$ cat config.mk
export PLATFORM = sky130hd
export DESIGN_NAME = instr_mem_arbiter_flat
export DESIGN_NICKNAME = d
export VERILOG_FILES = /design/src/rtl/instr_mem_arbiter_pkg.sv /design/src/rtl/instr_mem_arbiter_if.sv /design/src/rtl/instr_mem_arbiter_starve_cnt.sv /design/src/rtl/instr_mem_arbiter.sv /design/src/flat_wrapper.sv
export SDC_FILE = /design/constraint.sdc
export NUM_CORES = 1
export LEC_CHECK = 0
export ABC_AREA = 1
export CAP_MARGIN = 40
export CORE_AREA = 2 2 89 91
export CTS_CLUSTER_DIAMETER = 40
export CTS_CLUSTER_SIZE = 28
export DETAILED_ROUTE_END_ITERATION = 8
export DIE_AREA = 0 0 91 93
export PLACE_DENSITY = 0.77
export SLEW_MARGIN = 10
export SYNTH_ARGS = -nofsm -noshare
export SYNTH_HDL_FRONTEND = slang
export SYNTH_SLANG_ARGS = --single-unit
export TNS_END_PERCENT = 30
$ cat constraint.sdc
create_clock -name clk -period 1.77 [get_ports clk]
set_input_delay 0.354 -clock clk [delete_from_list [all_inputs] [get_ports clk]]
set_output_delay 0.354 -clock clk [all_outputs]
set_load 0.01 [all_outputs]
$ cat src/rtl/instr_mem_arbiter_pkg.sv
`default_nettype none
// ============================================================================
//  Module      : instr_arb_pkg
//  Description : Shared types and helpers for the instruction-memory arbiter.
//  Revision    : 1.0 - initial release
// ============================================================================
package instr_arb_pkg;

  // Which requester owns the response returned in the current cycle
  typedef enum logic [1:0] {
    OWN_NONE = 2'd0,
    OWN_CORE = 2'd1,
    OWN_BUS  = 2'd2
  } owner_e;

  // Boot ROM region is selected by the address MSB; callers zero-extend
  // their address and pass its real width so one helper serves any width.
  function automatic logic is_boot_addr(input logic [63:0] addr,
                                        input int unsigned aw);
    return addr[aw-1];
  endfunction

endpackage : instr_arb_pkg
`default_nettype wire

$ cat src/rtl/instr_mem_arbiter_if.sv
`default_nettype none
// ============================================================================
//  Module      : instr_mem_arbiter_if
//  Description : Core fetch, bus loader/debug and memory-side signals of the
//                instruction-memory arbiter, grouped as one interface.
//  Revision    : 1.0 - initial release
// ============================================================================
interface instr_mem_arbiter_if #(
  parameter int ADDR_WIDTH = 16,
  parameter int DATA_WIDTH = 32
);
  // Core fetch port
  logic                    core_req_i;
  logic [ADDR_WIDTH-1:0]   core_addr_i;
  logic                    core_gnt_o;
  logic                    core_rvalid_o;
  logic [DATA_WIDTH-1:0]   core_rdata_o;
  // Bus loader/debug port
  logic                    bus_req_i;
  logic                    bus_we_i;
  logic [ADDR_WIDTH-1:0]   bus_addr_i;
  logic [DATA_WIDTH-1:0]   bus_wdata_i;
  logic [DATA_WIDTH/8-1:0] bus_be_i;
  logic                    bus_gnt_o;
  logic                    bus_rvalid_o;
  logic [DATA_WIDTH-1:0]   bus_rdata_o;
  // Memory side
  logic                    mem_en_o;
  logic                    mem_we_o;
  logic [ADDR_WIDTH-1:0]   mem_addr_o;
  logic [DATA_WIDTH-1:0]   mem_wdata_o;
  logic [DATA_WIDTH/8-1:0] mem_be_o;
  logic [DATA_WIDTH-1:0]   mem_rdata_i;

  // Arbiter view
  modport slave (
    input  core_req_i, core_addr_i,
    output core_gnt_o, core_rvalid_o, core_rdata_o,
    input  bus_req_i, bus_we_i, bus_addr_i, bus_wdata_i, bus_be_i,
    output bus_gnt_o, bus_rvalid_o, bus_rdata_o,
    output mem_en_o, mem_we_o, mem_addr_o, mem_wdata_o, mem_be_o,
    input  mem_rdata_i
  );

  // Environment view: requesters plus the memory
  modport master (
    output core_req_i, core_addr_i,
    input  core_gnt_o, core_rvalid_o, core_rdata_o,
    output bus_req_i, bus_we_i, bus_addr_i, bus_wdata_i, bus_be_i,
    input  bus_gnt_o, bus_rvalid_o, bus_rdata_o,
    input  mem_en_o, mem_we_o, mem_addr_o, mem_wdata_o, mem_be_o,
    output mem_rdata_i
  );

endinterface : instr_mem_arbiter_if
`default_nettype wire

$ cat src/rtl/instr_mem_arbiter_starve_cnt.sv
`default_nettype none
// ============================================================================
//  Module      : instr_arb_starve_cnt
//  Description : Saturating count of consecutive contested cycles lost by
//                the bus port. Clear has priority over increment.
//  Revision    : 1.0 - initial release
// ============================================================================
module instr_arb_starve_cnt #(
  parameter int MAX_STARVE = 4,
  parameter int CNT_W      = $clog2(MAX_STARVE + 1)
) (
  input  wire logic             clk,
  input  wire logic             rst_n,
  input  wire logic             i_inc,
  input  wire logic             i_clr,
  output logic      [CNT_W-1:0] o_cnt,
  output logic                  o_sat
);

  localparam logic [CNT_W-1:0] c_max = CNT_W'(MAX_STARVE);

  logic [CNT_W-1:0] r_cnt;

  // Count lost contested cycles, holding at the bound until cleared
  always_ff @(posedge clk or negedge rst_n) begin
    if (!rst_n) begin
      r_cnt <= '0;
    end else if (i_clr) begin
      r_cnt <= '0;
    end else if (i_inc && (r_cnt != c_max)) begin
      r_cnt <= r_cnt + 1'b1;
    end
  end

  assign o_cnt = r_cnt;
  assign o_sat = (r_cnt == c_max);

endmodule : instr_arb_starve_cnt
`default_nettype wire

$ cat src/rtl/instr_mem_arbiter.sv
`default_nettype none
// ============================================================================
//  Module      : instr_mem_arbiter
//  Description : Shares the single-port instruction RAM/boot ROM between the
//                core fetch port (fixed priority) and the bus port, with a
//                starvation bound for the bus and tagged response routing.
//  Revision    : 1.0 - initial release
// ============================================================================
module instr_mem_arbiter
  import instr_arb_pkg::*;
#(
  parameter int ADDR_WIDTH = 16,
  parameter int DATA_WIDTH = 32,
  parameter int MAX_STARVE = 4
) (
  input  wire logic          clk,
  input  wire logic          rst_n,
  instr_mem_arbiter_if.slave ifc
);

  localparam int CNT_W = $clog2(MAX_STARVE + 1);

  logic             w_both;
  logic             w_sat;
  logic             w_bus_win;
  logic             w_core_win;
  logic             w_bus_boot_wr;
  logic             w_inc;
  logic             w_clr;
  logic [CNT_W-1:0] w_starve_cnt;
  owner_e           w_owner_nxt;

  owner_e           r_owner;
  logic             r_suppress;

  // Arbitration: core has priority unless the bus has hit its starvation bound
  always_comb begin
    w_both        = ifc.core_req_i & ifc.bus_req_i;
    w_bus_win     = ifc.bus_req_i & (~ifc.core_req_i | w_sat);
    w_core_win    = ifc.core_req_i & ~w_bus_win;
    w_bus_boot_wr = ifc.bus_we_i & is_boot_addr(64'(ifc.bus_addr_i), ADDR_WIDTH);
    w_inc         = w_both & w_core_win;
    w_clr         = w_bus_win | ~ifc.bus_req_i;
  end

  instr_arb_starve_cnt #(
    .MAX_STARVE (MAX_STARVE),
    .CNT_W      (CNT_W)
  ) u_starve (
    .clk   (clk),
    .rst_n (rst_n),
    .i_inc (w_inc),
    .i_clr (w_clr),
    .o_cnt (w_starve_cnt),
    .o_sat (w_sat)
  );

  // Memory drive follows the winner; ROM writes are granted but never reach memory
  always_comb begin
    ifc.core_gnt_o  = w_core_win;
    ifc.bus_gnt_o   = w_bus_win;
    ifc.mem_en_o    = w_core_win | (w_bus_win & ~w_bus_boot_wr);
    ifc.mem_we_o    = w_bus_win & ifc.bus_we_i & ~w_bus_boot_wr;
    ifc.mem_addr_o  = w_bus_win ? ifc.bus_addr_i : ifc.core_addr_i;
    ifc.mem_wdata_o = w_bus_win ? ifc.bus_wdata_i : '0;
    ifc.mem_be_o    = w_bus_win ? ifc.bus_be_i : '1;
  end

  // Tag for the response that returns one cycle after the grant
  always_comb begin
    w_owner_nxt = OWN_NONE;
    if (w_bus_win) begin
      w_owner_nxt = OWN_BUS;
    end else if (w_core_win) begin
      w_owner_nxt = OWN_CORE;
    end
  end

  // Register response ownership; reset drops any in-flight response
  always_ff @(posedge clk or negedge rst_n) begin
    if (!rst_n) begin
      r_owner    <= OWN_NONE;
      r_suppress <= 1'b0;
    end else begin
      r_owner    <= w_owner_nxt;
      r_suppress <= w_bus_win & w_bus_boot_wr;
    end
  end

  // Route memory data back to the owning requester
  always_comb begin
    ifc.core_rvalid_o = (r_owner == OWN_CORE);
    ifc.bus_rvalid_o  = (r_owner == OWN_BUS);
    ifc.core_rdata_o  = ifc.mem_rdata_i;
    ifc.bus_rdata_o   = r_suppress ? '0 : ifc.mem_rdata_i;
  end

  // Counter value is observable only through its saturation flag here
  logic w_unused;
  assign w_unused = ^w_starve_cnt;

endmodule : instr_mem_arbiter
`default_nettype wire

$ cat src/flat_wrapper.sv
// flat-port wrapper written by rule: the top's interface ports become plain ports
module instr_mem_arbiter_flat import instr_arb_pkg::*;
#(
  parameter int ADDR_WIDTH = 16,
  parameter int DATA_WIDTH = 32,
  parameter int MAX_STARVE = 4
)
  (clk, rst_n, ifc_core_req_i, ifc_core_addr_i, ifc_core_gnt_o, ifc_core_rvalid_o, ifc_core_rdata_o, ifc_bus_req_i, ifc_bus_we_i, ifc_bus_addr_i, ifc_bus_wdata_i, ifc_bus_be_i, ifc_bus_gnt_o, ifc_bus_rvalid_o, ifc_bus_rdata_o, ifc_mem_en_o, ifc_mem_we_o, ifc_mem_addr_o, ifc_mem_wdata_o, ifc_mem_be_o, ifc_mem_rdata_i);
  instr_mem_arbiter_if #(.ADDR_WIDTH(ADDR_WIDTH), .DATA_WIDTH(DATA_WIDTH)) ifc_i ();
  input  wire logic clk;
  input  wire logic rst_n;
  input wire logic [$bits(ifc_i.core_req_i)-1:0] ifc_core_req_i;
  input wire logic [$bits(ifc_i.core_addr_i)-1:0] ifc_core_addr_i;
  output wire logic [$bits(ifc_i.core_gnt_o)-1:0] ifc_core_gnt_o;
  output wire logic [$bits(ifc_i.core_rvalid_o)-1:0] ifc_core_rvalid_o;
  output wire logic [$bits(ifc_i.core_rdata_o)-1:0] ifc_core_rdata_o;
  input wire logic [$bits(ifc_i.bus_req_i)-1:0] ifc_bus_req_i;
  input wire logic [$bits(ifc_i.bus_we_i)-1:0] ifc_bus_we_i;
  input wire logic [$bits(ifc_i.bus_addr_i)-1:0] ifc_bus_addr_i;
  input wire logic [$bits(ifc_i.bus_wdata_i)-1:0] ifc_bus_wdata_i;
  input wire logic [$bits(ifc_i.bus_be_i)-1:0] ifc_bus_be_i;
  output wire logic [$bits(ifc_i.bus_gnt_o)-1:0] ifc_bus_gnt_o;
  output wire logic [$bits(ifc_i.bus_rvalid_o)-1:0] ifc_bus_rvalid_o;
  output wire logic [$bits(ifc_i.bus_rdata_o)-1:0] ifc_bus_rdata_o;
  output wire logic [$bits(ifc_i.mem_en_o)-1:0] ifc_mem_en_o;
  output wire logic [$bits(ifc_i.mem_we_o)-1:0] ifc_mem_we_o;
  output wire logic [$bits(ifc_i.mem_addr_o)-1:0] ifc_mem_addr_o;
  output wire logic [$bits(ifc_i.mem_wdata_o)-1:0] ifc_mem_wdata_o;
  output wire logic [$bits(ifc_i.mem_be_o)-1:0] ifc_mem_be_o;
  input wire logic [$bits(ifc_i.mem_rdata_i)-1:0] ifc_mem_rdata_i;
  assign ifc_i.core_req_i = ifc_core_req_i;
  assign ifc_i.core_addr_i = ifc_core_addr_i;
  assign ifc_core_gnt_o = ifc_i.core_gnt_o;
  assign ifc_core_rvalid_o = ifc_i.core_rvalid_o;
  assign ifc_core_rdata_o = ifc_i.core_rdata_o;
  assign ifc_i.bus_req_i = ifc_bus_req_i;
  assign ifc_i.bus_we_i = ifc_bus_we_i;
  assign ifc_i.bus_addr_i = ifc_bus_addr_i;
  assign ifc_i.bus_wdata_i = ifc_bus_wdata_i;
  assign ifc_i.bus_be_i = ifc_bus_be_i;
  assign ifc_bus_gnt_o = ifc_i.bus_gnt_o;
  assign ifc_bus_rvalid_o = ifc_i.bus_rvalid_o;
  assign ifc_bus_rdata_o = ifc_i.bus_rdata_o;
  assign ifc_mem_en_o = ifc_i.mem_en_o;
  assign ifc_mem_we_o = ifc_i.mem_we_o;
  assign ifc_mem_addr_o = ifc_i.mem_addr_o;
  assign ifc_mem_wdata_o = ifc_i.mem_wdata_o;
  assign ifc_mem_be_o = ifc_i.mem_be_o;
  assign ifc_i.mem_rdata_i = ifc_mem_rdata_i;
  instr_mem_arbiter #(.ADDR_WIDTH(ADDR_WIDTH), .DATA_WIDTH(DATA_WIDTH), .MAX_STARVE(MAX_STARVE)) u_core (.clk(clk), .rst_n(rst_n), .ifc(ifc_i));
endmodule
==> flow_summary.html <==
<table>
<tr><th>Metric</th><th>Value</th></tr>
<tr><th colspan="2">Global routing</th></tr>
<tr><td>Total global routing track utilization</td><td>15.2%</td></tr>
<tr><td>First-pass GRT wire length</td><td>around 11 mm</td></tr>
<tr><td>Largest net degree at the start of global routing</td><td>21</td></tr>
<tr><td>Aggregate global routing overflow</td><td>0</td></tr>
<tr><td>Antenna violations before repair</td><td>0</td></tr>
<tr><td>Number of global-route vias before repair</td><td>around 2.2k</td></tr>
<tr><th colspan="2">Die</th></tr>
<tr><td>Overall die width</td><td>a little over 90 µm</td></tr>
<tr><td>Floorplan die height</td><td>about 93 µm</td></tr>
<tr><td>Die ar.</td><td>between 8000 and 9000 µm²</td></tr>
<tr><td>Top-level I/O count</td><td>between 200 and 250</td></tr>
<tr><td>Std cell rows</td><td>32</td></tr>
<tr><td>Area of the core</td><td>7530 µm²</td></tr>
<tr><td>Initial core utilization</td><td>between 10% and 20%</td></tr>
<tr><th colspan="2">Route</th></tr>
<tr><td>Initial drt markers</td><td>24</td></tr>
<tr><td>Ratio of routed vias to standard cells</td><td>3.88</td></tr>
<tr><td>Drt pass-1 iters</td><td>4</td></tr>
<tr><td>Antenna-violating nets left</td><td>0</td></tr>
<tr><td>Total routed wirelength</td><td>6.81 mm</td></tr>
<tr><td>Number of DRC violations after detailed routing</td><td>0</td></tr>
<tr><td>Count of vias placed by the detailed router</td><td>~2.2k</td></tr>
<tr><td>Average wire per standard cell</td><td>roughly 12 µm</td></tr>
<tr><th colspan="2">Worst setup path</th></tr>
<tr><td>Type of origin of the critical path</td><td>input port</td></tr>
<tr><td>FF-to-FF path depth</td><td>9</td></tr>
<tr><td>Beginning of the worst register-to-register path</td><td>u_core.u_starve.o_cnt[1]$_DFFE_PN0P_</td></tr>
<tr><td>WS Path Type</td><td>in -&gt; out</td></tr>
<tr><td>Crit path capture type</td><td>output port</td></tr>
<tr><td>Crit path from</td><td>ifc_bus_req_i</td></tr>
<tr><td>Req. time, crit path</td><td>between 1000 and 1500 ps</td></tr>
<tr><td>Register-to-register setup slack</td><td>320 ps</td></tr>
<tr><td>Reg2Reg Capture Point</td><td>u_core.r_suppress$_DFF_PN0_</td></tr>
<tr><td>CP Data Arrival Time</td><td>approximately 1600 ps</td></tr>
<tr><td>Maximum fanout count along the critical path</td><td>6</td></tr>
<tr><th colspan="2">STA</th></tr>
<tr><td>Worst-margin pin slew</td><td>262 ps</td></tr>
<tr><td>RSZ-0062 raised after global routing</td><td>yes</td></tr>
<tr><td>Total count of hold-check failures in the final report</td><td>0</td></tr>
<tr><td>Final Critical Period</td><td>~2000 ps</td></tr>
<tr><td>Worst hold-check slack</td><td>between 300 and 400 ps</td></tr>
<tr><td>Total negative setup slack</td><td>-4620 ps</td></tr>
<tr><td>Max Clock Freq</td><td>just over 500 MHz</td></tr>
<tr><td>Setup-violating endpoint count in the final report</td><td>55</td></tr>
<tr><td>Worst slew margin</td><td>82.4%</td></tr>
<tr><td>Final slew viol count</td><td>0</td></tr>
<tr><td>Final worst-path cycle share</td><td>110%</td></tr>
<tr><td>Fin worst setup slack</td><td>-172 ps</td></tr>
<tr><td>Worst-case clock skew</td><td>~0.91 ps</td></tr>
<tr><th colspan="2">Synthesis</th></tr>
<tr><td>Synth Instances</td><td>between 200 and 300</td></tr>
<tr><td>Net count after synthesis</td><td>approximately 370</td></tr>
<tr><td>Synthesized area per cell</td><td>approximately 5.1 µm²</td></tr>
<tr><td>Yosys reg bits</td><td>6</td></tr>
<tr><td>Mapped Area</td><td>around 1300 µm²</td></tr>
<tr><td>Warning count from the yosys run</td><td>0</td></tr>
<tr><td>Number of distinct library cell variants in the gate-level netlist after synthesis</td><td>14</td></tr>
<tr><td>Sequential element share of the synthesized area</td><td>between 10% and 20%</td></tr>
<tr><th colspan="2">Finish</th></tr>
<tr><td>Post-route cell area</td><td>~3700 µm²</td></tr>
<tr><td>Fin nets</td><td>around 600</td></tr>
<tr><td>Area grow syn2layout</td><td>177%</td></tr>
<tr><td>Fraction of the core area covered by cells at the end of the flow</td><td>49.3%</td></tr>
<tr><td>Number of standard cells in the final layout excluding fillers</td><td>~580</td></tr>
<tr><td>Diode insertion count for antenna repair</td><td>0</td></tr>
<tr><td>Fraction of final layout cells sized beyond drive strength 1</td><td>between 30 and 40%</td></tr>
<tr><th colspan="2">Clocking</th></tr>
<tr><td>Buffer cell driving the clock tree root</td><td>sky130_fd_sc_hd__clkbuf_8</td></tr>
<tr><td>Inserted Clock Buffers</td><td>3</td></tr>
<tr><td>Clock Tree Buf Depth</td><td>2</td></tr>
<tr><td>Hold bufs inserted after CTS</td><td>0</td></tr>
<tr><td>Register clock-pin slew on the reported worst setup and hold paths</td><td>40 ps</td></tr>
<tr><td>Clock latency reported for the late side of the worst-skew pair</td><td>around 220 ps</td></tr>
<tr><td>CTS tree</td><td>built</td></tr>
<tr><td>Clock sink count</td><td>6</td></tr>
<tr><td>CTS H-tree depth</td><td>1</td></tr>
<tr><th colspan="2">Placed design</th></tr>
<tr><td>Placed Cells incl. Taps</td><td>562</td></tr>
<tr><td>Dpl cell area</td><td>3560 µm²</td></tr>
<tr><td>Number of input and output port buffers inserted</td><td>between 200 and 250</td></tr>
<tr><td>HPWL after detailed placement</td><td>around 5.9 mm</td></tr>
<tr><td>Post-placement setup slack</td><td>-565 ps</td></tr>
<tr><td>Routability Congestion</td><td>between 0.7 and 0.8</td></tr>
<tr><th colspan="2">Status</th></tr>
<tr><td>Result of the run</td><td>finished, violations left</td></tr>
<tr><td>Violations in the final reports</td><td>setup timing</td></tr>
<tr><th colspan="2">Flow run</th></tr>
<tr><td>Max-cap viol count</td><td>0</td></tr>
<tr><th colspan="2">Min path</th></tr>
<tr><td>Kind of path behind the tightest hold check</td><td>in -&gt; async</td></tr>
<tr><th colspan="2">Power and ir drop</th></tr>
<tr><td>Pwr Density</td><td>314 nW/µm²</td></tr>
<tr><td>Design Power</td><td>1.16 mW</td></tr>
<tr><td>Static Leak</td><td>between 2 and 2.5 nW</td></tr>
<tr><td>Max IR drop VDD</td><td>roughly 0.00013 V</td></tr>
</table>
cells in the mapped netlist:
master / count / share of area, %
sky130_fd_sc_hd__nand2_1: 38 / 11
sky130_fd_sc_hd__ha_1: 2 / 1.9
sky130_fd_sc_hd__buf_4: 35 / 20
sky130_fd_sc_hd__inv_1: 76 / 21
sky130_fd_sc_hd__xnor2_1: 1 / 0.65
sky130_fd_sc_hd__nand2_2: 1 / 0.47
sky130_fd_sc_hd__nor2_1: 71 / 20
sky130_fd_sc_hd__dfrtp_1: 6 / 11
sky130_fd_sc_hd__nand2_4: 2 / 1.7
sky130_fd_sc_hd__buf_6: 5 / 4.2
sky130_fd_sc_hd__inv_4: 1 / 0.47
sky130_fd_sc_hd__o21ai_0: 1 / 0.37
sky130_fd_sc_hd__nand3_1: 18 / 6.7
sky130_fd_sc_hd__clkbuf_1: 3 / 0.84
worst max-delay path, cell delays in order:
cell and delay (ps):
sky130_fd_sc_hd__clkdlybuf4s50_1 500, sky130_fd_sc_hd__buf_4 160, sky130_fd_sc_hd__nand2_8 70, sky130_fd_sc_hd__buf_12 140, sky130_fd_sc_hd__buf_16 130, sky130_fd_sc_hd__nand2_1 50, sky130_fd_sc_hd__nand2_1 40, sky130_fd_sc_hd__buf_2 130
kinds of logic after synthesis:
group / share of synthesized area (%)
compound gates: 0.373
xor+xnor: 0.654
fa+ha+maj: 1.87
buf+inv: 46.4
flops: 11.2
simple gates: 39.4
registers in the layout, indices dropped and copies added (netlist names):
name	count
u_core.r_owner	2
u_core.u_starve.o_cnt	3
u_core.r_suppress	1
worst max-delay path by stage:
stage | slack, ps | endpoint | cells past startpoint
finish | -170 | ifc_mem_addr_o[2] | 8
global route | -230 | ifc_mem_addr_o[9] | 10
CTS | -200 | ifc_mem_wdata_o[24] | 9
detailed placement | -570 | ifc_mem_wdata_o[27] | 6
global placement | -540 | ifc_mem_wdata_o[27] | 6
floorplan | 290 | ifc_mem_wdata_o[0] | 7
metal layers:
layer / vias to the layer above / GRT usage [%] / routed length, µm / share of wire (%)
met3: 10 / 3.95 / 719 / 11
met5: - / 0 / 0 / 0
met1: 965 / 14.2 / 2220 / 33
li1: 1118 / - / - / -
met4: 0 / 4.92 / 129 / 1.9
met2: 147 / 31.7 / 3740 / 55
final cells by class:
class                           instances  area, µm²
Fill cell                             753       3820
Timing Repair Buffer                  255       2340
Multi-Input combinational cell        134        744
Inverter                               77        302
Sequential cell                         6        151
Tap cell                              102        128
Clock buffer                            3       41.3
placed cells by master (no fill, tap or decap), drive strengths merged:
master	instances
dlygate4sd2	35
nand2	41
clkdlybuf4s50	129
inv	76
xnor2	1
dfrtp	6
nand3	18
buf	88
o21ai	1
clkbuf	4
dlymetal6s2s	2
nor2	71
ha	2
clkinv	1
report_power, final:
group          switching, mW  internal (mW)  total (mW)
Sequential           0.00383          0.143       0.147
Combinational          0.331          0.483       0.813
Clock                 0.0578          0.146       0.204
Total                  0.392          0.772        1.16
what timing repair did:
action | in CTS | in global routing
gates cloned | 3 | 1
resized for setup | 303 | 44
pin swaps | 2 | 5
endpoints found under the setup margin | 94 | 58
buffers inserted | 7 | 2
Note: power is estimated with default switching activity, not from simulation.
